$ cat src/rtl/fetch_unit.sv
// Instruction-fetch stage: next-PC selection, PC-register stall, and the IF/ID register with flush bubbles.
// Build option: define FETCH_PERF_EN to add saturating fetch/bubble counters (perf_fetched, perf_bubbles).
module fetch_unit #(
    parameter int          FLUSH_CYCLES = 1,
    parameter logic [31:0] NOP_INSTR    = 32'h0000_0013
) (
    input  logic        clk,
    input  logic        reset,
    input  logic        stall,
    input  logic [7:0]  pc_cur,
    input  logic [31:0] instr_in,
    input  logic        redirect_en,
    input  logic [7:0]  redirect_target,
    output logic [7:0]  pc_next,
    output logic        pc_stall,
    output logic        if_valid,
    output logic [7:0]  if_pc,
    output logic [7:0]  if_pc_plus4,
`ifdef FETCH_PERF_EN
    output logic [15:0] perf_fetched,
    output logic [15:0] perf_bubbles,
`endif
    output logic [31:0] if_instr
);

    typedef enum logic [1:0] {
        ACT_REDIRECT,
        ACT_FLUSH,
        ACT_HOLD,
        ACT_FETCH
    } act_e;

    localparam logic [2:0] FLUSH_RELOAD = 3'(FLUSH_CYCLES - 1);

    logic [7:0]  w_pc_plus4;
    logic        w_flushing;
    act_e        w_act;

    logic        r_if_valid;
    logic [7:0]  r_if_pc;
    logic [7:0]  r_if_pc_plus4;
    logic [31:0] r_if_instr;
    logic [2:0]  r_flush_cnt;

    assign w_pc_plus4 = pc_cur + 8'd4;
    assign w_flushing = (r_flush_cnt != 3'd0);

    always_comb begin
        pc_next = w_pc_plus4;
        if (redirect_en) begin
            pc_next = {redirect_target[7:2], 2'b00};
        end
    end

    // A redirect always lets the PC register take its target, even over a stall or an active flush.
    assign pc_stall = ~redirect_en & (stall | w_flushing);

    always_comb begin
        w_act = ACT_FETCH;
        if (redirect_en) begin
            w_act = ACT_REDIRECT;
        end else if (w_flushing) begin
            w_act = ACT_FLUSH;
        end else if (stall) begin
            w_act = ACT_HOLD;
        end
    end

    always_ff @(posedge clk) begin
        if (reset) begin
            r_if_valid    <= 1'b0;
            r_if_pc       <= 8'h00;
            r_if_pc_plus4 <= 8'h04;
            r_if_instr    <= NOP_INSTR;
            r_flush_cnt   <= 3'd0;
        end else begin
            case (w_act)
                ACT_REDIRECT: begin
                    r_if_valid    <= 1'b0;
                    r_if_instr    <= NOP_INSTR;
                    r_if_pc       <= pc_cur;
                    r_if_pc_plus4 <= w_pc_plus4;
                    r_flush_cnt   <= FLUSH_RELOAD;
                end
                ACT_FLUSH: begin
                    r_if_valid    <= 1'b0;
                    r_if_instr    <= NOP_INSTR;
                    r_if_pc       <= pc_cur;
                    r_if_pc_plus4 <= w_pc_plus4;
                    r_flush_cnt   <= r_flush_cnt - 3'd1;
                end
                ACT_HOLD: begin
                    r_flush_cnt   <= r_flush_cnt;
                end
                default: begin
                    r_if_valid    <= 1'b1;
                    r_if_instr    <= instr_in;
                    r_if_pc       <= pc_cur;
                    r_if_pc_plus4 <= w_pc_plus4;
                end
            endcase
        end
    end

    assign if_valid    = r_if_valid;
    assign if_pc       = r_if_pc;
    assign if_pc_plus4 = r_if_pc_plus4;
    assign if_instr    = r_if_instr;

`ifdef FETCH_PERF_EN
    function automatic logic [15:0] sat_inc16(input logic [15:0] value);
        return (value == 16'hFFFF) ? value : value + 16'd1;
    endfunction

    logic [15:0] r_perf_fetched;
    logic [15:0] r_perf_bubbles;

    always_ff @(posedge clk) begin
        if (reset) begin
            r_perf_fetched <= 16'h0000;
            r_perf_bubbles <= 16'h0000;
        end else begin
            if (w_act == ACT_FETCH) begin
                r_perf_fetched <= sat_inc16(r_perf_fetched);
            end
            if ((w_act == ACT_REDIRECT) || (w_act == ACT_FLUSH)) begin
                r_perf_bubbles <= sat_inc16(r_perf_bubbles);
            end
        end
    end

    assign perf_fetched = r_perf_fetched;
    assign perf_bubbles = r_perf_bubbles;
`endif

endmodule

$ cat config.mk
export PLATFORM = sky130hd
export DESIGN_NAME = fetch_unit
export DESIGN_NICKNAME = d
export VERILOG_FILES = /design/src/rtl/fetch_unit.sv
export SDC_FILE = /design/constraint.sdc
export NUM_CORES = 1
export LEC_CHECK = 0
export CELL_PAD_IN_SITES_DETAIL_PLACEMENT = 0
export CELL_PAD_IN_SITES_GLOBAL_PLACEMENT = 2
export CORE_UTILIZATION = 19
export DETAILED_ROUTE_END_ITERATION = 6
export GPL_ROUTABILITY_DRIVEN = 0
export GPL_TIMING_DRIVEN = 0
export PLACE_DENSITY_LB_ADDON = 0.1
export SKIP_LAST_GASP = 1
export SLEW_MARGIN = 0
export SYNTH_ARGS = -nofsm -noshare
export SYNTH_HDL_FRONTEND = slang
export SYNTH_SLANG_ARGS = --single-unit
export TNS_END_PERCENT = 1
$ cat constraint.sdc
create_clock -name clk -period 1.75 [get_ports clk]
set_clock_uncertainty 0.05 [all_clocks]
set_input_delay 0.175 -clock clk [delete_from_list [all_inputs] [get_ports clk]]
set_output_delay 0.175 -clock clk [all_outputs]
set_load 0.03 [all_outputs]
=== After elaboration in Yosys (flattened, before gate mapping) ===
Index checks and enable logic that the tools add are counted.

* Bits in registers: 52
* Bits in latches: 0
* Bits in writable memories: 0
* Bits in read-only memories: 0
* Bits of input ports: 52
* Output and inout bits: 58
* Word-level logic and storage cells: 23
* Memories: 0

* Add/sub/neg operators: 2
* Multipliers: 0
* Div/mod/pow operators: 0
* $lt $le $gt $ge: 0
* Equality and inequality tests: 2
* Shift-type cells: 0
* Multiplexer cells: 7
* Bitwise gates (word level): 3
* Reductions and logical operators: 4

{| class="wikitable"
|+ Operators with widths
! cell !! number
|-
| case mux 32 bit (2 select lines) || 1
|-
| adder 8 x 3 -> 8 bit (second input constant) || 1
|-
| two-way mux 8 bit || 1
|-
| case mux 3 bit (2 select lines) || 1
|-
| two-way mux 2 bit || 2
|-
| nonzero test 3 bit || 1
|-
| subtractor 3 x 1 -> 3 bit (second input constant) || 1
|-
| == test 2 x 1 -> 1 bit (second input constant) || 1
|-
| == test 2 bit (second input constant) || 1
|-
| zero test 2 bit || 1
|-
| case mux 1 bit (2 select lines) || 1
|-
| nonzero test 2 bit || 1
|-
| OR reduction 2 bit || 1
|-
| bitwise AND 1 bit || 1
|-
| two-way mux 1 bit || 1
|-
| NOT 1 bit || 1
|-
| bitwise OR 1 bit || 1
|}

=== Depth between registers and ports, before layout ===
* Depth in word-level cells: 6
* Gate-level depth with buffers: 9
* Mapped depth without buffers: 6

=== Worst setup path before layout ===
Ideal clock, no wire load.

* Kind: register to register
* Start: register r_flush_cnt[0]
* End: register r_if_instr[13], in the netlist if_instr[13]
* Setup time: 128 ps
* Arrival time: 1,502 ps
* Data required time: 1,572 ps
* Setup slack: 70 ps
* Cell stages (with the launch flop): 10
* Buffers on the path: 3
* Period minus slack after synthesis: 1,680 ps
* Cell sequence: dfxtp_1 -> inv_1 -> ha_1 -> ha_1 -> buf_4 -> and3b_1 -> buf_4 -> buf_4 -> a22oi_1 -> nor2_1

* Word-level cells in the longest chain between the ends: 6
* Elaborated cells on any way between the ends: 8
* Those cells by class: 2 x eq/ne; 3 x mux; 3 x reduce/logical

{| class="wikitable"
|+ RTL lines
! element !! RTL line !! text
|-
| from (decl) || 43 || <nowiki>logic [2:0] r_flush_cnt;</nowiki>
|-
| from (signal assigned) || 90 || <nowiki>r_flush_cnt <= r_flush_cnt - 3'd1;</nowiki>
|-
| from (signal assigned) || 93 || <nowiki>r_flush_cnt <= r_flush_cnt;</nowiki>
|-
| nonzero test 3 bit (*) || 46 || <nowiki>assign w_flushing = (r_flush_cnt != 3'd0);</nowiki>
|-
| two-way mux 2 bit (*) || 62 || <nowiki>end else if (w_flushing) begin</nowiki>
|-
| two-way mux 2 bit (*) || 60 || <nowiki>if (redirect_en) begin</nowiki>
|-
| == test 2 x 1 -> 1 bit or zero test 2 bit (tied branches) || 77 || <nowiki>case (w_act)</nowiki>
|-
| OR reduction 2 bit (no source line) || n/a ||
|-
| case mux 32 bit (2 select lines) || 77 ||
|-
| to (signal assigned) || 97 || <nowiki>r_if_instr <= instr_in;</nowiki>
|-
| to (decl) || 42 || <nowiki>logic [31:0] r_if_instr;</nowiki>
|}

Every way passes the cells marked *; elsewhere a longest branch is shown, timed or not.
A chain may end at the register's enable or synchronous reset.

=== Worst setup path after layout ===
* Start: register r_flush_cnt[0]
* End: output port pc_stall

* Word-level cells in the longest chain between the ends: 3

{| class="wikitable"
|+ RTL lines
! element !! RTL line !! text
|-
| nonzero test 3 bit || 46 ||
|-
| bitwise OR 1 bit || 56 || <nowiki>assign pc_stall = ~redirect_en & (stall | w_flushing);</nowiki>
|-
| bitwise AND 1 bit || 56 ||
|-
| to (decl) || 15 || <nowiki>output logic pc_stall,</nowiki>
|}

No other way between the ends.

==> results.toml <==
[cells_and_area]
drive_gt1_frac = 0.0904
stdcell_count = 465
nets = 386
areaGrowthSynthToFinish_pct = 68.4
antennaDiodeCount = 0
final_common_cell = "clkdlybuf4s50_1"
design_area_um2 = 3340
most-common-layout-cells = "clkdlybuf4s50_1, dfxtp_1, nor2_1"

[cts]
cts_tree = "yes"
clk_pin_slew_ps = 100
cts_resized = 14
cts_hold_buf = 0
post-cts-setup-buffers = 0
cts.path.max_buffers = 2
clock_sinks = 50
clock_latency_ps = 300
root_buffer = "clkbuf_8"
cts_max_level = 2
cts_buffers = 5

[power_and_ir_drop]
finalPower_uw = 2980
power.leakage_uw = 0.00127
peakVddDrop_mv = 0.354
p_per_area_nw_per_um2 = 890

[floorplan]
die_w_um = 104
dieArea_um2 = 10900
core_area_um2 = 9950
ios = 110
rows = 36
start_util = 0.199
die_y_um = 104

[synth]
synth_ff_type = "dfxtp_1"
synth_fp_nets = 273
synth_area_per_cell_um2 = 9.11
ys_ff_latch = 50
netlist_area_um2 = 1990
yosysWarningCount = 0
synth_cell_types = 31
synthCells = 218
ys_seq_area_frac = 0.504
synth-edff-count = 0
ys_async_sr_fraction = 0

[setup_path]
ff2ff_setup_slack_ps = -110
cpMaxStageDelayCell = "clkdlybuf4s15_1"
startpoint_type = "register"
reg2reg_from = "r_flush_cnt[0]"
worstPathMaxFanout = 10
max_stage_delay_ps = 380
worstSetupStartpoint = "r_flush_cnt[0]"
cp_top_family = "buffers and inverters"
worstPathArrival_ps = 1740
cp_common_cell = "ha_1"
crit_chain = "inv_1 -> ha_1 -> ha_1 -> buf_4 -> a21oi_1 -> clkdlybuf4s15_1"
critPathKind = "register to output port"
cp_num_buf_inv = 3
cp-end-kind = "output port"
critPathRequiredTime_ps = 1520

[timing]
setup_viol = 48
period_minus_slack_ps = 1970
tns_ps = -3630
fin_crit_sh = 1.12
fmaxAchievable_mhz = 508
slew_headroom = 0.639
layout_setup_ws_ps = -218
worst_pin_slew_ps = 541
report.final.slew_viol_count = 0
finalHoldViolCount = 0
rsz0062_at_grt = "yes"

[global_routing]
gr-usage-all-layers = 0.118
grt_max_degree = 17
grt_pass1_vias = 1928
grt-ovfl-total = 0
grt_pass1_wl_um = 10100
antenna_found_initial = 0

[hold_path]
min_path_type = "input pin to register"
hp-start = "pc_cur[2]"

[drt]
via_per_inst = 4.14
first_iter_violations = 60
wire_per_inst_um = 13.6
drc = 0
vias = 1924
drtAntennaViolNets = 0
finalWirelength_um = 6340
drt_pass1_iterations = 4

[job]
cap_violations = 0

[run_status]
status = "complete, but fails checks"
violations = "negative setup slack"

[place]
io_buffers = 106
dp.cells = 457
dpl_cell_area_um2 = 3210
dp_hpwl_um = 4630
[worst paths after layout]
| path | endpoint | depth (start not counted) |
|---|---|---|
| worst max register to register | if_instr[16] | 9 |
| worst min register to register | if_pc[7] | 2 |
| worst min-delay path | if_pc[2] | 3 |
| worst max-delay path | pc_stall | 6 |
[per-layer routing]
metal	vias to the layer above	part of all wire	global-route usage
met3	5	0.064	0.0363
met5	-	0	0
met4	0	0.0079	0.0276
met2	64	0.43	0.184
li1	973	-	-
met1	882	0.50	0.157
[registers in the layout, summed over array words and instances, names as in the netlist]
signal,count
r_flush_cnt,3
if_pc_plus4,6
if_instr,32
if_valid,1
if_pc,8
[layout make-up]
class,instances,area (um2)
Multi-Input combinational cell,141,832
Clock inverter,3,68.8
Tap cell,133,166
Buffer,20,128
Fill cell,1048,6610
Inverter,7,26.3
Timing Repair Buffer,106,1050
Sequential cell,50,1000
Clock buffer,5,68.8
[through the flow]
| step | utilization | hold slack (ps) | worst slack [ps] |
|---|---|---|---|
| final | 0.336 | 336 | -218 |
| after global routing | 0.336 | 342 | -327 |
| after CTS | 0.336 | 330 | -261 |
| after detailed placement | 0.323 | 398 | -642 |
| after global placement | 0.323 | 388 | -667 |
| after floorplan | - | 265 | 70.3 |
[synthesized netlist by cell type, types with 3 or more instances]
library cell | number | share of area
buf_4 | 9 | 0.034
nand3_1 | 4 | 0.010
nor3_1 | 4 | 0.010
a22oi_1 | 29 | 0.11
nand2_1 | 20 | 0.038
nor2_1 | 36 | 0.068
clkbuf_1 | 7 | 0.013
nand2b_1 | 4 | 0.013
o22ai_1 | 3 | 0.0095
dfxtp_1 | 50 | 0.50
ha_1 | 3 | 0.019
mux2_2 | 4 | 0.023
a21oi_1 | 14 | 0.035
inv_1 | 7 | 0.013
[report_power, final]
group	switching (uW)	internal, uW	leakage, uW
Combinational	402	347	0.000796
Clock	416	573	0.0000683
Sequential	34.2	1200	0.000409
Total	852	2120	0.00127
[cells by family after synthesis]
logic type	after synthesis	share of synthesized area
AND/OR/NAND/NOR	78	0.183
AO/OA/AOI/OAI	52	0.176
multiplexers	4	0.0227
flip-flops	50	0.504
buffers and inverters	27	0.0769
adder cells (fa/ha/maj)	3	0.0189
XOR/XNOR	4	0.0176
[worst reg2reg max path, delay by kind of cell, from the launching register on]
kind                       cells  cell delay [ps]
adders and majority gates      2              380
and+or+nand+nor                2              230
buffers and inverters          4              570
DFF                            1              350
AOI/OAI and AO/OA              1              160
Power figures use the tool's default switching activity.
